===== src/rtl/alu_pkg.sv =====
// Shared ALU definitions: operation codes and datapath width, common to the
// ALU controller and the sequential ALU unit.
package alu_pkg;

    localparam int DATA_W_DEF = 32;
    localparam int SHAMT_W    = 5;

    typedef enum logic [3:0] {
        ALU_AND     = 4'b0000,
        ALU_OR      = 4'b0001,
        ALU_ADD     = 4'b0010,
        ALU_XOR     = 4'b0011,
        ALU_SLL     = 4'b0100,
        ALU_SRL     = 4'b0101,
        ALU_SUB     = 4'b0110,
        ALU_SRA     = 4'b0111,
        ALU_EQ      = 4'b1000,
        ALU_NE      = 4'b1001,
        ALU_GE      = 4'b1010,
        ALU_SLT     = 4'b1100,
        ALU_ADD_ALT = 4'b1101,
        ALU_SLT_ALT = 4'b1110
    } alu_op_e;

    typedef enum logic [1:0] {
        ST_IDLE  = 2'd0,
        ST_SHIFT = 2'd1,
        ST_DONE  = 2'd2
    } seq_state_e;

    function automatic logic is_shift_op(input logic [3:0] op);
        return (op == ALU_SLL) || (op == ALU_SRL) || (op == ALU_SRA);
    endfunction

endpackage


===== src/rtl/alu_serial_shift.sv =====
// Iterative one-bit-per-cycle shifter: loaded with a value and amount, it
// shifts once per enabled step until the remaining count reaches zero.
module alu_serial_shift
    import alu_pkg::*;
#(
    parameter int DATA_W = DATA_W_DEF
) (
    input  logic                 clk,
    input  logic                 reset,
    input  logic                 load,
    input  logic                 step,
    input  logic                 dir_right,
    input  logic                 arith,
    input  logic [DATA_W-1:0]    load_val,
    input  logic [SHAMT_W-1:0]   load_amt,
    output logic [DATA_W-1:0]    value,
    output logic                 done
);

    logic [DATA_W-1:0]  val_q, val_d;
    logic [SHAMT_W-1:0] cnt_q, cnt_d;
    logic               right_q, right_d;
    logic               arith_q, arith_d;
    logic               fill;

    assign fill  = arith_q & val_q[DATA_W-1];
    assign value = val_q;
    // done is high once nothing remains, or on the edge the final bit shifts
    assign done  = (cnt_q == '0) || (step && (cnt_q == SHAMT_W'(1)));

    always_comb begin
        val_d   = val_q;
        cnt_d   = cnt_q;
        right_d = right_q;
        arith_d = arith_q;
        if (load) begin
            val_d   = load_val;
            cnt_d   = load_amt;
            right_d = dir_right;
            arith_d = arith;
        end else if (step && (cnt_q != '0)) begin
            cnt_d = cnt_q - SHAMT_W'(1);
            if (right_q) begin
                val_d = {fill, val_q[DATA_W-1:1]};
            end else begin
                val_d = {val_q[DATA_W-2:0], 1'b0};
            end
        end
    end

    always_ff @(posedge clk) begin
        if (reset) begin
            val_q   <= '0;
            cnt_q   <= '0;
            right_q <= 1'b0;
            arith_q <= 1'b0;
        end else begin
            val_q   <= val_d;
            cnt_q   <= cnt_d;
            right_q <= right_d;
            arith_q <= arith_d;
        end
    end

endmodule


===== src/rtl/alu_seq_unit.sv =====
// Sequential ALU with valid/ready handshakes: single-cycle ops finish one
// cycle after accept, shifts iterate one bit per cycle via alu_serial_shift.
module alu_seq_unit
    import alu_pkg::*;
#(
    parameter int DATA_W = DATA_W_DEF
) (
    input  logic              clk,
    input  logic              reset,
    input  logic              in_valid,
    output logic              in_ready,
    input  logic [3:0]        Operation,
    input  logic [DATA_W-1:0] SrcA,
    input  logic [DATA_W-1:0] SrcB,
    output logic              out_valid,
    input  logic              out_ready,
    output logic [DATA_W-1:0] ALUResult,
    output logic              BrFlag
);

    seq_state_e        state_q, state_d;
    logic [3:0]        op_q, op_d;
    logic [DATA_W-1:0] a_q, a_d;
    logic [DATA_W-1:0] b_q, b_d;
    logic [DATA_W-1:0] result_q, result_d;
    logic              brflag_q, brflag_d;

    logic              accept;
    logic              shift_load;
    logic              shift_done;
    logic [DATA_W-1:0] shift_val;
    logic [DATA_W-1:0] res_c;
    logic              br_c;
    logic signed [DATA_W-1:0] sa, sb;

    assign in_ready   = (state_q == ST_IDLE);
    assign accept     = in_valid && in_ready;
    assign shift_load = accept && is_shift_op(Operation);
    assign out_valid  = (state_q == ST_DONE);
    assign sa         = a_q;
    assign sb         = b_q;

    alu_serial_shift #(
        .DATA_W(DATA_W)
    ) u_shift (
        .clk       (clk),
        .reset     (reset),
        .load      (shift_load),
        .step      (state_q == ST_SHIFT),
        .dir_right (Operation != ALU_SLL),
        .arith     (Operation == ALU_SRA),
        .load_val  (SrcA),
        .load_amt  (SrcB[SHAMT_W-1:0]),
        .value     (shift_val),
        .done      (shift_done)
    );

    // Result logic works only from captured operands, never the live inputs
    always_comb begin
        res_c = '0;
        br_c  = 1'b0;
        case (op_q)
            ALU_AND:                  res_c = a_q & b_q;
            ALU_OR:                   res_c = a_q | b_q;
            ALU_XOR:                  res_c = a_q ^ b_q;
            ALU_ADD, ALU_ADD_ALT:     res_c = a_q + b_q;
            ALU_SUB:                  res_c = a_q - b_q;
            ALU_SLL, ALU_SRL, ALU_SRA: res_c = shift_val;
            ALU_EQ:                   br_c  = (a_q == b_q);
            ALU_NE:                   br_c  = (a_q != b_q);
            ALU_GE:                   br_c  = (sa >= sb);
            ALU_SLT, ALU_SLT_ALT:     res_c = {{(DATA_W-1){1'b0}}, (sa < sb)};
            default: begin
                res_c = '0;
                br_c  = 1'b0;
            end
        endcase
    end

    always_comb begin
        state_d  = state_q;
        op_d     = op_q;
        a_d      = a_q;
        b_d      = b_q;
        result_d = result_q;
        brflag_d = brflag_q;
        case (state_q)
            ST_IDLE: begin
                if (accept) begin
                    op_d = Operation;
                    a_d  = SrcA;
                    b_d  = SrcB;
                    // a zero shift amount completes like any single-cycle op
                    if (is_shift_op(Operation) && (SrcB[SHAMT_W-1:0] != '0)) begin
                        state_d = ST_SHIFT;
                    end else begin
                        state_d = ST_DONE;
                    end
                end
            end
            ST_SHIFT: begin
                if (shift_done) begin
                    state_d = ST_DONE;
                end
            end
            ST_DONE: begin
                if (out_ready) begin
                    state_d  = ST_IDLE;
                    result_d = res_c;
                    brflag_d = br_c;
                end
            end
            default: state_d = ST_IDLE;
        endcase
    end

    always_ff @(posedge clk) begin
        if (reset) begin
            state_q  <= ST_IDLE;
            op_q     <= '0;
            a_q      <= '0;
            b_q      <= '0;
            result_q <= '0;
            brflag_q <= 1'b0;
        end else begin
            state_q  <= state_d;
            op_q     <= op_d;
            a_q      <= a_d;
            b_q      <= b_d;
            result_q <= result_d;
            brflag_q <= brflag_d;
        end
    end

    // Outside DONE the outputs show the last result that was handed off
    assign ALUResult = (state_q == ST_DONE) ? res_c : result_q;
    assign BrFlag    = (state_q == ST_DONE) ? br_c  : brflag_q;

endmodule


===== config.mk =====
export PLATFORM = sky130hd
export DESIGN_NAME = alu_seq_unit
export DESIGN_NICKNAME = d
export VERILOG_FILES = /design/src/rtl/alu_pkg.sv /design/src/rtl/alu_serial_shift.sv /design/src/rtl/alu_seq_unit.sv
export SDC_FILE = /design/constraint.sdc
export NUM_CORES = 1
export LEC_CHECK = 0
export BUFFER_PORTS_ARGS = -buffer_cell sky130_fd_sc_hd__buf_2
export CAP_MARGIN = 40
export CORE_ASPECT_RATIO = 1.25
export CORE_MARGIN = 1
export CORE_UTILIZATION = 61
export CTS_BUF_LIST = sky130_fd_sc_hd__clkbuf_4 sky130_fd_sc_hd__clkbuf_8 sky130_fd_sc_hd__clkbuf_16
export DETAILED_ROUTE_END_ITERATION = 7
export PLACE_DENSITY = 0.82
export SLEW_MARGIN = 10
export SYNTH_ARGS = -nofsm -noshare
export SYNTH_HDL_FRONTEND = slang
export SYNTH_SLANG_ARGS = --single-unit

===== constraint.sdc =====
create_clock -name clk -period 3.6 [get_ports clk]
set_input_delay 0.18 -clock clk [delete_from_list [all_inputs] [get_ports clk]]
set_output_delay 0.18 -clock clk [all_outputs]
set_load 0.03 [all_outputs]

# After elaboration in Yosys (flattened, before gate mapping)
# Cells that the tools add are included.
# totals
regBits	142
inputBits	72
wordCells	78
# op_classes
add_sub_neg	3
n_lt_le_gt_ge	2
n_eq_ne	25
mux	14
bitwise	4
reduce_logical	20
# op_table
cell	count
$pmux W32 S7	1
$mux W32	4
$add A32 B32 Y32	1
$and A32 B32 Y32	1
$eq A32 B32 Y1	1
$ge A32 B32 Y1	1
$lt A32 B32 Y1	1
$ne A32 B32 Y1	1
$or A32 B32 Y32	1
$sub A32 B32 Y32	1
$xor A32 B32 Y32	1
$eq A4 B3 Y1 const B	7
$eq A4 B4 Y1 const B	6
$mux W5	2
$reduce_bool A5 Y1	2
$eq A4 B2 Y1 const B	2
$mux W2	4
$pmux W2 S3	1
$eq A5 B1 Y1 const B	1
$logic_and A1 B1 Y1	5
$logic_not A5 Y1	1
$sub A5 B1 Y5 const B	1
$eq A4 B1 Y1 const B	1
$logic_not A4 Y1	1
15 further kinds	20

# Depth between registers and ports, before layout
# depth
word_depth	7
depth_mapped	13
depth_no_buf	13

# Modules after synthesis
# A second synthesis with hierarchy kept.
# unflattened
cells_unflattened	1648
hier_area_um2	12077.8
# by_module_without_submodules
mod	instances	cells_each	area_per_inst_um2	seq_area_each_um2
alu_seq_unit	1	1384	9634.2	2062.0
alu_serial_shift	1	264	2443.6	780.7

# Worst setup path after synthesis
# OpenSTA, ideal clock, no wires.
# synth_timing
path_kind	register to output
startpoint	register a_q[5]
endpoint	output ALUResult[30]
t_arrival_ps	3342
required_time_ps	3420
slack_ps	78
path_stages_with_launch	13
path_buffers	1
path_cell_list	dfxtp_1 > inv_1 > ha_1 > buf_6 > or4_4 > o21ai_2 > a41oi_4 > o211ai_4 > a41oi_1 > nor2b_1 > o311ai_1 > a21oi_1 > o21ai_0
# synth_via
elab_chain_len	3
# synth_rtl
element	line_no	rtl
start, declared	alu_seq_unit.sv:23	logic [DATA_W-1:0] a_q, a_d;
start signal, assigned	alu_seq_unit.sv:121	a_q <= '0;
start signal, assigned	alu_seq_unit.sv:128	a_q <= a_d;
$sub A32 B32 Y32 or $add A32 B32 Y32 (tied branches)	alu_seq_unit.sv:67, alu_seq_unit.sv:66	
$pmux W32 S7 (*)	alu_seq_unit.sv:62	case (op_q)
$mux W32 (*)	alu_seq_unit.sv:136	assign ALUResult = (state_q == ST_DONE) ? res_c : result_q;
end, declared	alu_seq_unit.sv:17	output logic [DATA_W-1:0] ALUResult,
# Every way passes the cells marked *; elsewhere a longest branch is shown, timed or not.

# Final worst setup path
# layout_timing
startpoint	register a_q[4]
endpoint	output ALUResult[28]
# The elaborated chain is that of the path after synthesis.

==> flow_summary.yaml <==
run_status:
  status: "complete, but fails checks"
  violations: "DRC, setup timing"
layout:
  diodes: 0
  drive_above_1_share_pct: 25.5
  fillers: 1171
  layout.nets: 1887
  final_cell_area_mm2: 0.0143
  area_growth_pct: 28.0
  multi_input_area_mm2: 0.00824
  regArea_mm2: 0.00289
  fin_util_pct: 80.6
die:
  fp.dieW_um: 123
  rows: 54
  die-height_um: 153
  core-area_mm2: 0.0177
  start_util_pct: 63.0
  dieArea_mm2: 0.0188
  io-pin-count: 107
pwr:
  ir_worst_vdd_uv: 472
  power_density_mw_per_mm2: 495
  leakage_nw: 5.55
  finalPower_w: 0.00706
yosys:
  synth_seq_area_share_pct: 25.5
  postSynthCellCount: 1544
  synth_cell_types: 85
  synth-compound-area-share_pct: 30.8
  synth.area.top_cells: "dfxtp_1 26%, ha_1 12%, a21oi_1 7.5%, nand2_1 7.2%, nor2_1 6.5%"
  yosys.area_share.xor_xnor_pct: 0.471
  synth_ff_type: "dfxtp_1"
  syn_area_per_cell_um2: 7.22
  yosys_warnings: 0
  syn_area_mm2: 0.0111
  synthesis.nets: 1722
  yosys.area_share.simple_pct: 20.7
  synth-seq-cells: 142
  synthArstFlopShare_pct: 0
  yosysTopAreaCellShare_pct: 25.5
  synth_edf_count: 0
  synthAdderAreaFrac_pct: 12.0
  synth.largest_area_cell: "dfxtp_1"
  synth_top_family_by_area: "compound AO/OA/AOI/OAI gates"
  muxShareOfSynthArea_pct: 2.96
grt:
  overflow: 0
  grt_pass1_vias: 11900
  grtUsageTotal_pct: 42.7
  grt_first_pass_wirelength_mm: 62.3
  grt_max_degree: 70
  antenna_found_initial: 0
critical_path:
  crit_chain: "inv_1 -> ha_4 -> or4_4 -> o21ai_4 -> a41oi_4 -> o211ai_4 -> a221o_2 -> a211oi_2 -> or3b_1 -> a22oi_2 -> o21ai_1 -> buf_4"
  r2r-end: "result_q[28]"
  worstSetupPathType: "reg -> out"
  arrival_ns: 3.57
  r2r_cells: 12
  worstPathRequired_ns: 3.42
  slowest_stage: "or4_4"
  timing.rr.start: "a_q[4]"
  crit_path_max_fanout: 6
  rrSetupSlack_ns: 0.43
  start_kind: "register"
  cp-end-kind: "output port"
  slowest_delay_ns: 0.52
clocking:
  cts.sinks: 142
  cts-htree-levels: 4
  clock_latency_ns: 0.44
  cts_root_buf: "clkbuf_16"
  clk_pin_slew_ns: 0.06
  clockBufferDepth: 2
  cts_tree: "yes"
  cts_buffers: 17
sta:
  drv_slew: 0
  whs_ns: 0.00328
  post-route-min-period_ns: 3.75
  slew_headroom_pct: 46.0
  layout_setup_ws_ns: -0.151
  rsz0062_at_grt: "true"
  max_freq_mhz: 267
  tns_ns: -1.12
  final-setup-viol-count: 15
  period_share_pct: 104
  finClkSkew_ns: 0.0135
  worstMarginPinSlew_ns: 0.811
  hold_viol_final: 0
detailed_routing:
  ant_nets: 0
  drt_iter0_drc: 2095
  viasPerCell: 6.78
  finalWirelength_mm: 42.6
  avgRoutedWirePerCell_um: 21.9
  vias: 13200
  dr.pass1.iters: 8
  remaining_drc_errors: 12
place:
  postPlaceCellArea_mm2: 0.0121
  gp_congestion: 0.989
  io_buffers: 106
  hpwl_mm: 26.9
worst_hold_path:
  whs_endpoint: "a_q[31]"
  hp-class: "in -> reg"
  worstHoldStart: "SrcA[31]"
  min_path_cells: 3
run:
  maxCapViolations: 0
## report_power, final
part | internal (W) | switching (W)
Sequential | 0.00173 | 0.000166
Combinational | 0.00137 | 0.00208
Clock | 0.000913 | 0.000803
Total | 0.00401 | 0.00305
## routing by layer
layer / global-route usage, % / wire length, µm / vias up
met5: 0 / 0 / -
met4: 18.2 / 2300 / 0
met3: 8.96 / 5590 / 265
met2: 64.3 / 18500 / 1062
met1: 58.3 / 16200 / 6050
li1: - / - / 5811
## sequential cells by signal (all words and copies together), names as in the netlist
| name | flops |
|---|---|
| a_q | 32 |
| b_q | 32 |
| result_q | 32 |
| u_shift.value | 32 |
| u_shift.cnt_q | 5 |
| op_q | 4 |
| state_q | 2 |
| brflag_q | 1 |
| u_shift.arith_q | 1 |
| u_shift.right_q | 1 |
## worst max-delay path by stage
stage | endpoint | slack [ns] | cells past startpoint | startpoint
4_1_cts | ALUResult[28] | -0.05 | 12 | b_q[5]
5_1_grt | ALUResult[28] | -0.32 | 13 | a_q[9]
6_report | ALUResult[28] | -0.15 | 12 | a_q[4]
2_1_floorplan | ALUResult[30] | 0.08 | 12 | a_q[5]
3_3_place_gp | ALUResult[19] | 0.09 | 13 | a_q[4]
3_5_place_dp | ALUResult[27] | -0.03 | 13 | a_q[2]
## worst max-delay path: cells and delay by family, from the launching register on
family | cells | cell delay (ns)
AO/OA/AOI/OAI | 7 | 1.32
adder cells (fa/ha/maj) | 1 | 0.29
buffers and inverters | 2 | 0.27
AND/OR/NAND/NOR | 2 | 0.90
flip-flops | 1 | 0.33
## logic make-up (layout without fill, tap and decap cells)
kind of cell / after synthesis / after routing
flip-flops: 142 / 142
adder cells (fa/ha/maj): 106 / 106
buffers and inverters: 215 / 393
AND/OR/NAND/NOR: 534 / 534
multiplexers: 33 / 33
XOR/XNOR: 6 / 6
AO/OA/AOI/OAI: 508 / 508
## through the flow
step                cells  setup slack (ns)
floorplan            1544            0.0777
global placement     1827            0.0867
detailed placement   1830           -0.0275
CTS                  1919           -0.0453
global route         1946            -0.318
finish               1946            -0.151
## layout by cell type (no fill, tap or decap), types with 9 or more instances in the layout
cell type	Yosys	final
mux2i_1	33	32
a21oi_2	0	17
ha_1	104	81
o21bai_1	10	9
buf_4	3	129
o221ai_1	9	9
a211oi_1	48	39
nand3_1	24	22
buf_6	1	11
a211oi_2	1	9
o21ai_0	76	59
inv_2	0	11
buf_2	4	87
nor2b_1	13	11
nor2_1	194	192
o21a_1	10	9
ha_4	0	15
o21ai_1	2	16
a22oi_1	16	15
a221oi_1	46	43
inv_1	98	84
a21oi_1	168	150
a21o_1	17	17
nor3_1	26	22
nand2_1	213	212
dlygate4sd3_1	0	30
clkbuf_16	0	17
dfxtp_2	0	20
dfxtp_1	142	115
nand2b_1	10	9
## cells in the mapped netlist (all sizes together) (5+ instances only)
library cell	number
nand2	213
nor2	194
a21oi	168
dfxtp	142
ha	104
clkbuf	103
inv	98
o21ai	79
a211oi	49
a221oi	47
mux2i	33
nor3	27
nand3	24
a21o	17
a22oi	17
buf	13
nor2b	13
nand2b	10
o21a	10
o21bai	10
o31ai	10
o221ai	9
o22ai	9
a221o	8
and2	8
nor4	8
o211ai	8
a31oi	7
or2	7
a2111oi	6
a21boi	6
nand4	5
## repair_timing
item / CTS / global route
hold buffers: 30 / 0
resized for setup: 117 / 122
setup endpoints to repair: 23 / 26
pin swaps: 41 / 50
cloned: 0 / 0
endpoints found under the hold margin: 32 / 0
setup buffers: 27 / 28
## cell type report
cell class / count / area share (%)
inverters: 99 / 2.66
well taps: 224 / 1.96
multi-input cells: 1187 / 57.7
clock buffers: 18 / 3.03
flip-flops and latches: 142 / 20.3
repair buffers: 262 / 13.5
clock inverters: 14 / 0.850
No activity file was read; power rests on OpenSTA's default activity.
